<file path="src/rtl/booth_divider_pkg.sv">
// Shared definitions for the sequential signed divider: FSM encoding,
// default widths and the most-negative-value helper used by the overflow check.
package booth_divider_pkg;

  localparam int unsigned N_DEF     = 8;
  localparam int unsigned ALPHA_DEF = 3;

  typedef enum logic [2:0] {
    IDLE = 3'd0,
    LOAD = 3'd1,
    ITER = 3'd2,
    FIX  = 3'd3,
    DONE = 3'd4
  } state_t;

  function automatic logic [63:0] most_neg(input int unsigned n);
    return 64'(1) << (n - 1);
  endfunction

  localparam logic [N_DEF-1:0] MOST_NEG = N_DEF'(most_neg(N_DEF));

endpackage

</file>
<file path="src/rtl/booth_divider_if.sv">
// Start/done handshake and operand/result bus of the divider.
interface booth_divider_if
  import booth_divider_pkg::*;
#(
  parameter int unsigned N = N_DEF
);

  logic         start;
  logic [N-1:0] data_inQ;
  logic [N-1:0] data_inM;
  logic         busy;
  logic         done;
  logic [N-1:0] quotient;
  logic [N-1:0] remainder;
  logic         dbz;
  logic         ovf;

  modport master (
    output start, data_inQ, data_inM,
    input  busy, done, quotient, remainder, dbz, ovf
  );

  modport slave (
    input  start, data_inQ, data_inM,
    output busy, done, quotient, remainder, dbz, ovf
  );

endinterface

</file>
<file path="src/rtl/booth_div_addsub.sv">
// Combinational add/subtract of the partial remainder: add when A is negative,
// subtract otherwise. Shared by the iteration step and the final restore.
module booth_div_addsub #(
  parameter int unsigned W = 9
) (
  input  logic [W-1:0] operand,
  input  logic [W-1:0] m,
  input  logic         add,
  output logic [W-1:0] result
);

  always_comb begin
    result = add ? (operand + m) : (operand - m);
  end

endmodule

</file>
<file path="src/rtl/booth_divider.sv">
// Sequential signed divider: non-restoring iteration on operand magnitudes,
// then a sign-fix step. Results are registered and held until the next update.
module booth_divider
  import booth_divider_pkg::*;
#(
  parameter int unsigned N     = N_DEF,
  parameter int unsigned alpha = ALPHA_DEF
) (
  input logic            clk,
  input logic            rst,
  booth_divider_if.slave bus
);

  localparam int unsigned CW = alpha + 1;
  localparam logic [N-1:0] OVF_DIVIDEND =
    (N == N_DEF) ? N'(MOST_NEG) : N'(most_neg(N));

  state_t state, state_nxt;

  logic [N-1:0] dividend_r, divisor_r;
  logic [N-1:0] q_reg, m_reg;
  logic [N:0]   a_reg;
  logic [CW-1:0] count;
  logic         sign_q, sign_m;
  logic [N-1:0] quotient_r, remainder_r;
  logic         dbz_r, ovf_r;

  logic [N-1:0] abs_q, abs_m;
  logic [N:0]   shifted, as_operand, as_result, a_fixed;

  always_ff @(posedge clk or posedge rst) begin
    if (rst) state <= IDLE;
    else     state <= state_nxt;
  end

  always_comb begin
    state_nxt = state;
    unique case (state)
      IDLE:    if (bus.start) state_nxt = LOAD;
      LOAD:    state_nxt = (divisor_r == '0) ? DONE : ITER;
      ITER:    if (count == CW'(1)) state_nxt = FIX;
      FIX:     state_nxt = DONE;
      DONE:    state_nxt = bus.start ? LOAD : IDLE;
      default: state_nxt = IDLE;
    endcase
  end

  always_comb begin
    bus.busy      = (state == LOAD) || (state == ITER) || (state == FIX);
    bus.done      = (state == DONE);
    bus.quotient  = quotient_r;
    bus.remainder = remainder_r;
    bus.dbz       = dbz_r;
    bus.ovf       = ovf_r;
  end

  always_comb begin
    abs_q = dividend_r[N-1] ? ('0 - dividend_r) : dividend_r;
    abs_m = divisor_r[N-1]  ? ('0 - divisor_r)  : divisor_r;
    shifted    = {a_reg[N-1:0], q_reg[N-1]};
    as_operand = (state == ITER) ? shifted : a_reg;
  end

  // The add/sub direction always follows the sign of A before this cycle's shift.
  booth_div_addsub #(.W(N + 1)) u_addsub (
    .operand (as_operand),
    .m       ({1'b0, m_reg}),
    .add     (a_reg[N]),
    .result  (as_result)
  );

  always_comb begin
    a_fixed = a_reg[N] ? as_result : a_reg;
  end

  always_ff @(posedge clk or posedge rst) begin
    if (rst) begin
      dividend_r  <= '0;
      divisor_r   <= '0;
      q_reg       <= '0;
      m_reg       <= '0;
      a_reg       <= '0;
      count       <= '0;
      sign_q      <= 1'b0;
      sign_m      <= 1'b0;
      quotient_r  <= '0;
      remainder_r <= '0;
      dbz_r       <= 1'b0;
      ovf_r       <= 1'b0;
    end else begin
      unique case (state)
        IDLE, DONE: begin
          if (bus.start) begin
            dividend_r <= bus.data_inQ;
            divisor_r  <= bus.data_inM;
          end
        end
        LOAD: begin
          sign_q <= dividend_r[N-1];
          sign_m <= divisor_r[N-1];
          q_reg  <= abs_q;
          m_reg  <= abs_m;
          a_reg  <= '0;
          count  <= CW'(N);
          if (divisor_r == '0) begin
            quotient_r  <= '1;
            remainder_r <= dividend_r;
            dbz_r       <= 1'b1;
            ovf_r       <= 1'b0;
          end
        end
        ITER: begin
          a_reg <= as_result;
          q_reg <= {q_reg[N-2:0], ~as_result[N]};
          count <= count - CW'(1);
        end
        FIX: begin
          a_reg       <= a_fixed;
          quotient_r  <= (sign_q ^ sign_m) ? ('0 - q_reg) : q_reg;
          remainder_r <= sign_q ? ('0 - a_fixed[N-1:0]) : a_fixed[N-1:0];
          dbz_r       <= 1'b0;
          ovf_r       <= (dividend_r == OVF_DIVIDEND) && (divisor_r == '1);
        end
        default: ;
      endcase
    end
  end

endmodule

</file>
<file path="src/flat_wrapper.sv">
// flat-port wrapper written by rule: the top's interface ports become plain ports
module booth_divider_flat import booth_divider_pkg::*;
#(
  parameter int unsigned N     = N_DEF,
  parameter int unsigned alpha = ALPHA_DEF
)
  (clk, rst, bus_start, bus_data_inQ, bus_data_inM, bus_busy, bus_done, bus_quotient, bus_remainder, bus_dbz, bus_ovf);
  booth_divider_if #(.N(N)) bus_i ();
  input logic clk;
  input logic rst;
  input wire logic [$bits(bus_i.start)-1:0] bus_start;
  input wire logic [$bits(bus_i.data_inQ)-1:0] bus_data_inQ;
  input wire logic [$bits(bus_i.data_inM)-1:0] bus_data_inM;
  output wire logic [$bits(bus_i.busy)-1:0] bus_busy;
  output wire logic [$bits(bus_i.done)-1:0] bus_done;
  output wire logic [$bits(bus_i.quotient)-1:0] bus_quotient;
  output wire logic [$bits(bus_i.remainder)-1:0] bus_remainder;
  output wire logic [$bits(bus_i.dbz)-1:0] bus_dbz;
  output wire logic [$bits(bus_i.ovf)-1:0] bus_ovf;
  assign bus_i.start = bus_start;
  assign bus_i.data_inQ = bus_data_inQ;
  assign bus_i.data_inM = bus_data_inM;
  assign bus_busy = bus_i.busy;
  assign bus_done = bus_i.done;
  assign bus_quotient = bus_i.quotient;
  assign bus_remainder = bus_i.remainder;
  assign bus_dbz = bus_i.dbz;
  assign bus_ovf = bus_i.ovf;
  booth_divider #(.N(N), .alpha(alpha)) u_core (.clk(clk), .rst(rst), .bus(bus_i));
endmodule
</file>
<file path="config.mk">
export PLATFORM = sky130hd
export DESIGN_NAME = booth_divider_flat
export DESIGN_NICKNAME = d
export VERILOG_FILES = /design/src/rtl/booth_divider_pkg.sv /design/src/rtl/booth_divider_if.sv /design/src/rtl/booth_div_addsub.sv /design/src/rtl/booth_divider.sv /design/src/flat_wrapper.sv
export SDC_FILE = /design/constraint.sdc
export NUM_CORES = 1
export LEC_CHECK = 0
export CORE_UTILIZATION = 55
export DETAILED_ROUTE_END_ITERATION = 8
export PLACE_DENSITY_LB_ADDON = 0.05
export SETUP_SLACK_MARGIN = 0.4
export SYNTH_ARGS = -nofsm -noshare
export SYNTH_HDL_FRONTEND = slang
export SYNTH_SLANG_ARGS = --single-unit
</file>
<file path="constraint.sdc">
create_clock -name clk -period 7.2 [get_ports clk]
set_clock_uncertainty 0.15 [all_clocks]
set_input_delay 1.44 -clock clk [delete_from_list [all_inputs] [get_ports clk]]
set_output_delay 1.44 -clock clk [all_outputs]
set_load 0.03 [all_outputs]
</file>
# --- After elaboration in Yosys (flattened, before gate mapping) ---
# Cells that the tools add are included.
classes:
  add_sub_neg: 7
  n_eq_ne: 10
  muxes: 23
  bitwise: 2
  reduce_logical: 12
ops:
  columns: ["cell", "n"]
  rows:
  - ["8-bit two-way mux", 6]
  - ["8-bit case mux with 2 select lines", 3]
  - ["1-bit by 8-bit subtractor with 8-bit output (first input constant)", 4]
  - ["9-bit two-way mux", 3]
  - ["9-bit case mux with 3 select lines", 1]
  - ["8-bit equality test (second input constant)", 2]
  - ["3-bit case mux with 5 select lines", 1]
  - ["9-bit by 8-bit adder with 9-bit output", 1]
  - ["3-bit two-way mux", 3]
  - ["9-bit by 8-bit subtractor with 9-bit output", 1]
  - ["8-bit logical NOT", 1]
  - ["4-bit case mux with 2 select lines", 1]
  - ["3-bit by 2-bit equality test with 1-bit output (second input constant)", 2]
  - ["2-bit AND reduction", 3]
  - ["4-bit by 1-bit equality test with 1-bit output (second input constant)", 1]
  - ["2-bit != test (second input constant)", 2]
  - ["1-bit case mux with 2 select lines", 2]
  - ["2-bit nonzero test", 2]
  - ["4-bit by 1-bit subtractor with 4-bit output (second input constant)", 1]
  - ["3-bit by 1-bit equality test with 1-bit output (second input constant)", 1]
  - ["3-bit equality test (second input constant)", 1]
  - ["3-bit logical NOT", 1]
  - ["1-bit two-way mux", 3]
  - ["3-bit nonzero test", 1]
  - ["6 further kinds", 7]
word_totals:
  reg_bits: 68
  input_bits: 19
  out_inout_bits: 20
  elab_cells: 67

# --- Logic depth before layout (Yosys ltp) ---
depth:
  ltp_word: 8
  mapped_depth: 15
  depth_no_buf: 13

# --- Cells and area by module ---
# From an unflattened synthesis, not the netlist that was laid out.
hier_totals:
  cells_unflattened: 447
  area_unflattened_um2: 4212.8
modules_own_cells:
  columns: ["module", "n_inst", "cells_each", "area_each_um2", "seq_area_each_um2"]
  rows:
  - ["booth_divider", 1, 380, 3693.5, 1701.6]
  - ["booth_div_addsub", 1, 67, 519.2, 0.0]

# --- Worst setup path after synthesis ---
# No wires, ideal clock.
synth_path:
  path_kind: "flip-flop to flip-flop"
  startpoint: "register u_core.a_reg[8]"
  endpoint: "register u_core.remainder_r[7], in the netlist u_core.bus.remainder[7]"
  setup_time_ns: 0.079
  arrival_ns: 3.130
  required_ns: 6.971
  path_slack_ns: 3.840
  path_stages_with_launch: 13
  n_path_buf: 3
  period_less_slack_ns: 3.360
  cell_sequence: "dfrtp_1 -> clkbuf_1 -> buf_2 -> buf_2 -> mux2_2 -> fa_1 -> xor2_1 -> mux2i_1 -> nand3_1 -> a211oi_2 -> a31oi_1 -> xor2_1 -> mux2i_1"
synth_via:
  elab_chain_cells: 5
synth_lines:
  columns: ["element", "line_no", "source"]
  rows:
  - ["start: declaration", "booth_divider.sv:22", "logic [N:0] a_reg;"]
  - ["start signal: assignment", "booth_divider.sv:113", "a_reg <= as_result;"]
  - ["start signal: assignment", "booth_divider.sv:118", "a_reg <= a_fixed;"]
  - ["9-bit two-way mux", "booth_div_addsub.sv:13", "result = add ? (operand + m) : (operand - m);"]
  - ["9-bit two-way mux *", "booth_divider.sv:73", "a_fixed = a_reg[N] ? as_result : a_reg;"]
  - ["1-bit by 8-bit subtractor with 8-bit output", "booth_divider.sv:120", "remainder_r <= sign_q ? ('0 - a_fixed[N-1:0]) : a_fixed[N-1:0];"]
  - ["8-bit two-way mux *", "booth_divider.sv:120", null]
  - ["8-bit case mux with 2 select lines *", "booth_divider.sv:91", "unique case (state)"]
  - ["end signal: assignment", "booth_divider.sv:107", "remainder_r <= dividend_r;"]
  - ["end signal: assignment", "booth_divider.sv:120", null]
  - ["end: declaration", "booth_divider.sv:25", "logic [N-1:0] quotient_r, remainder_r;"]
# Mark *: on every way between the ends. The rest lies on a longest branch, timed or not.
# A chain may end at the register's enable or synchronous reset.

# --- Worst setup path after layout ---
layout_path:
  startpoint: "register u_core.state[1]"
  endpoint: "register u_core.remainder_r[7], in the netlist u_core.bus.remainder[7]"
layout_via:
  elab_chain_cells: 8
  word_cells_on_any_way: 14
  cone_classes: "add/sub (3); eq/ne (4); mux (5); reduce/logical (2)"
layout_lines:
  columns: ["element", "line_no", "source"]
  rows:
  - ["start: declaration", "booth_divider.sv:18", "state_t state, state_nxt;"]
  - ["start signal: assignment", "booth_divider.sv:33", "else state <= state_nxt;"]
  - ["3-bit by 2-bit equality test with 1-bit output", "booth_divider.sv:61", "as_operand = (state == ITER) ? shifted : a_reg;"]
  - ["9-bit two-way mux", "booth_divider.sv:61", null]
  - ["9-bit by 8-bit subtractor with 9-bit output / 9-bit by 8-bit adder with 9-bit output (equally long branches)", "booth_div_addsub.sv:13", null]
  - ["9-bit two-way mux", "booth_div_addsub.sv:13", null]
  - ["9-bit two-way mux", "booth_divider.sv:73", null]
  - ["1-bit by 8-bit subtractor with 8-bit output", "booth_divider.sv:120", null]
  - ["8-bit two-way mux", "booth_divider.sv:120", null]
  - ["8-bit case mux with 2 select lines", "booth_divider.sv:91", null]
# Parallel ways exist; a longest one is shown, timed or not.

==> reports/results.txt <==
Met3 wire len -> 573 um
Max-cap violations -> 0
DR DRC count -> 0
Initial DRC Count -> 232
Layout cells sized above 1 -> 10.7%
Most common cell after layout, fill and taps aside -> dfrtp_1
WHS Path Cells -> 1
Max FFs per register -> 9
Antenna diodes -> 0
Most frequent cells in the layout -> dfrtp_1, nand2_1, clkdlybuf4s50_1
Area leader, netlist -> dfrtp_1
Clk pin slew, worst setup/hold paths -> 0.07 ns
Vias/cell -> 5.77
CP max stage delay -> 0.58 ns
Worst path cell trace -> nor2b_1, nand2b_1, nand2_1, nand2_1, ha_1, fa_1, a211oi_2, o21ai_1, and4b_1, nor3_2, a31oi_1, xor2_1, mux2i_1
Syn Nets -> 469
DRT Wirelength -> 9180 um
Total I/O pin count -> 39
Skew-Pair Late Insertion Delay -> 0.34 ns
Reg2reg setup slack -> 3.28 ns
Path depth of the worst reg2reg path -> 13
Reg2reg start -> u_core.state[1]
Htree depth -> 3
RSZ-0062 raised after global routing -> no
Final setup fails -> 0
Hold path startpoint -> u_core.count[3]
Share of the synthesized area in the top cell type -> 41.5%
CTS Sinks -> 68
Post-Synthesis Cells -> 433
Core Footprint -> 0.00721 sq mm
Setup Fix Bufs, Post-CTS -> 0
Type of the worst min-delay path -> flop to flop
Post-DP HPWL -> 6620 um
Crit-path max FO -> 16
Area growth syn-to-layout -> 14.8%
Prevailing post-synth register cell -> dfrtp_1
Fmax -> 255 MHz
Placer's final routability congestion estimate -> 0.894
Tcrit/Tclk final -> 54.4%
FP Rows -> 31
Layout net count -> 497
End point of the worst hold path -> u_core.count[3]
Final TNS setup -> 0 ns
Drt first pass iters -> 5
Critical path type -> flop to flop
Startpoint types -> flop
Vias -> 3,262
Highest routed layer -> met4
Crit path arrival time -> 3.98 ns
Yosys warning total -> 0
Initial antenna violation count -> 0
Die Footprint -> 0.00780 sq mm
Routed wl met2 -> 3980 um
CP Capture Type -> flop
GR Overflow Total -> 0
Req. time, crit path -> 7.26 ns
Post-Route M1 WL -> 4410 um
Status -> completed
Final ANT Viol Nets -> 0
Largest net degree at the start of global routing -> 69
Die Wd -> 88.3 um
Register bit total from synthesis -> 68
Tightest Pin Transition -> 0.857 ns
Number of synthesized flops with an enable pin -> 0
Asr flop ratio synth -> 100%
Cell Area, Synth -> 0.00410 sq mm
Top post-synthesis cells by area -> dfrtp_1, nand2_1, ha_1
Fin crit period -> 3.92 ns
CTS tree -> done
Sequential share of the synthesized area -> 41.5%
Avg WL per Cell -> 16.2 um
CTS Buf Count -> 9
RR Endpoint -> u_core.bus.remainder[7]
Final hold violation count -> 0
First-pass GRT wire length -> 15,000 um
I/O Buffers -> 38
Clock Path Buffers -> 2
Critical Path Most Common Cell -> nand2_1
CTS resizes -> 0
GRT Total Usage -> 25.7%
Hold_buf cts -> 0
Max Slew Vio Count -> 0
Die height -> 88.3 um
Rel. slew slack -> 42.8%
Post-Syn Area per Cell -> 9.47 sq um
CP max stage cell -> dfrtp_1
Starting Density -> 56.8%
Count of different cell masters after synthesis -> 59
Vias in the first global route -> 2,920
Clock Tree Root -> clkbuf_8
==> worst max-delay path, delay by kind of cell, from the launching register on <==
kind | cells | cell delay [ns]
adder cells (fa/ha/maj) | 2 | 0.63
XOR/XNOR | 1 | 0.16
flip-flops | 1 | 0.58
AO/OA/AOI/OAI | 3 | 0.61
AND/OR/NAND/NOR | 6 | 1.57
multiplexers | 1 | 0.08
==> worst max-delay path by stage <==
stage	from	to	slack, ns	depth (start not counted)
floorplan	u_core.a_reg[8]	u_core.bus.remainder[7]	3.84	12
global placement	u_core.state[1]	u_core.bus.remainder[7]	3.46	13
detailed placement	u_core.state[1]	u_core.bus.remainder[7]	3.37	13
CTS	u_core.state[1]	bus_busy	3.34	4
global route	u_core.state[1]	u_core.bus.remainder[7]	3.00	13
finish	u_core.state[1]	u_core.bus.remainder[7]	3.28	13
==> area by class of cell <==
class | instances | area, sq um
multi-input combinational | 327 | 2220
sequential | 68 | 1700
tap | 99 | 124
clock inverter | 5 | 61.3
timing repair buffer | 41 | 403
clock buffer | 11 | 141
fill | 605 | 2510
inverter | 14 | 52.6
==> cell usage after synthesis (all sizes together) (2+ instances only) <==
| cell type | instances |
|---|---|
| xnor2 | 12 |
| o221ai | 2 |
| nor3 | 11 |
| nand3 | 5 |
| inv | 14 |
| a31oi | 8 |
| and2 | 3 |
| a21oi | 14 |
| ha | 16 |
| buf | 8 |
| o21a | 2 |
| nand4 | 2 |
| dfrtp | 68 |
| nor2b | 5 |
| o31ai | 3 |
| or2 | 5 |
| a211oi | 5 |
| nand2b | 4 |
| a22oi | 7 |
| mux2 | 13 |
| o21ai | 39 |
| nand3b | 2 |
| nor2 | 27 |
| a22o | 13 |
| xor2 | 22 |
| nor4b | 3 |
| nor4 | 2 |
| or3 | 5 |
| nand2 | 65 |
| o22ai | 2 |
| clkbuf | 16 |
| mux2i | 17 |
==> through the flow <==
step	util (%)	hold WS [ns]	instance area [sq um]	cells	setup slack (ns)
after floorplan	-	0.296	4100	433	3.84
final	65.2	0.344	4700	565	3.28
after global placement	62.4	0.327	4500	549	3.46
after detailed placement	62.4	0.329	4500	549	3.37
after global routing	65.2	0.351	4700	565	3.00
after CTS	65.2	0.345	4700	565	3.34
==> logic make-up after synthesis <==
family                   share of synthesized area [%]
AO/OA/AOI/OAI                                     17.0
AND/OR/NAND/NOR                                   16.8
flip-flops                                        41.5
XOR/XNOR                                          7.26
multiplexers                                      7.72
buffers and inverters                             4.30
adder cells (fa/ha/maj)                           5.37
==> metal layers <==
layer	vias to the layer above	track usage, %
met5	-	0
li1	1583	-
met4	0	11.4
met3	17	4.85
met1	1549	37.4
met2	113	37.3
Power is left out: the tool's default activity adds up to more than one toggle a clock period on the data nets, which glitch-free logic cannot reach.
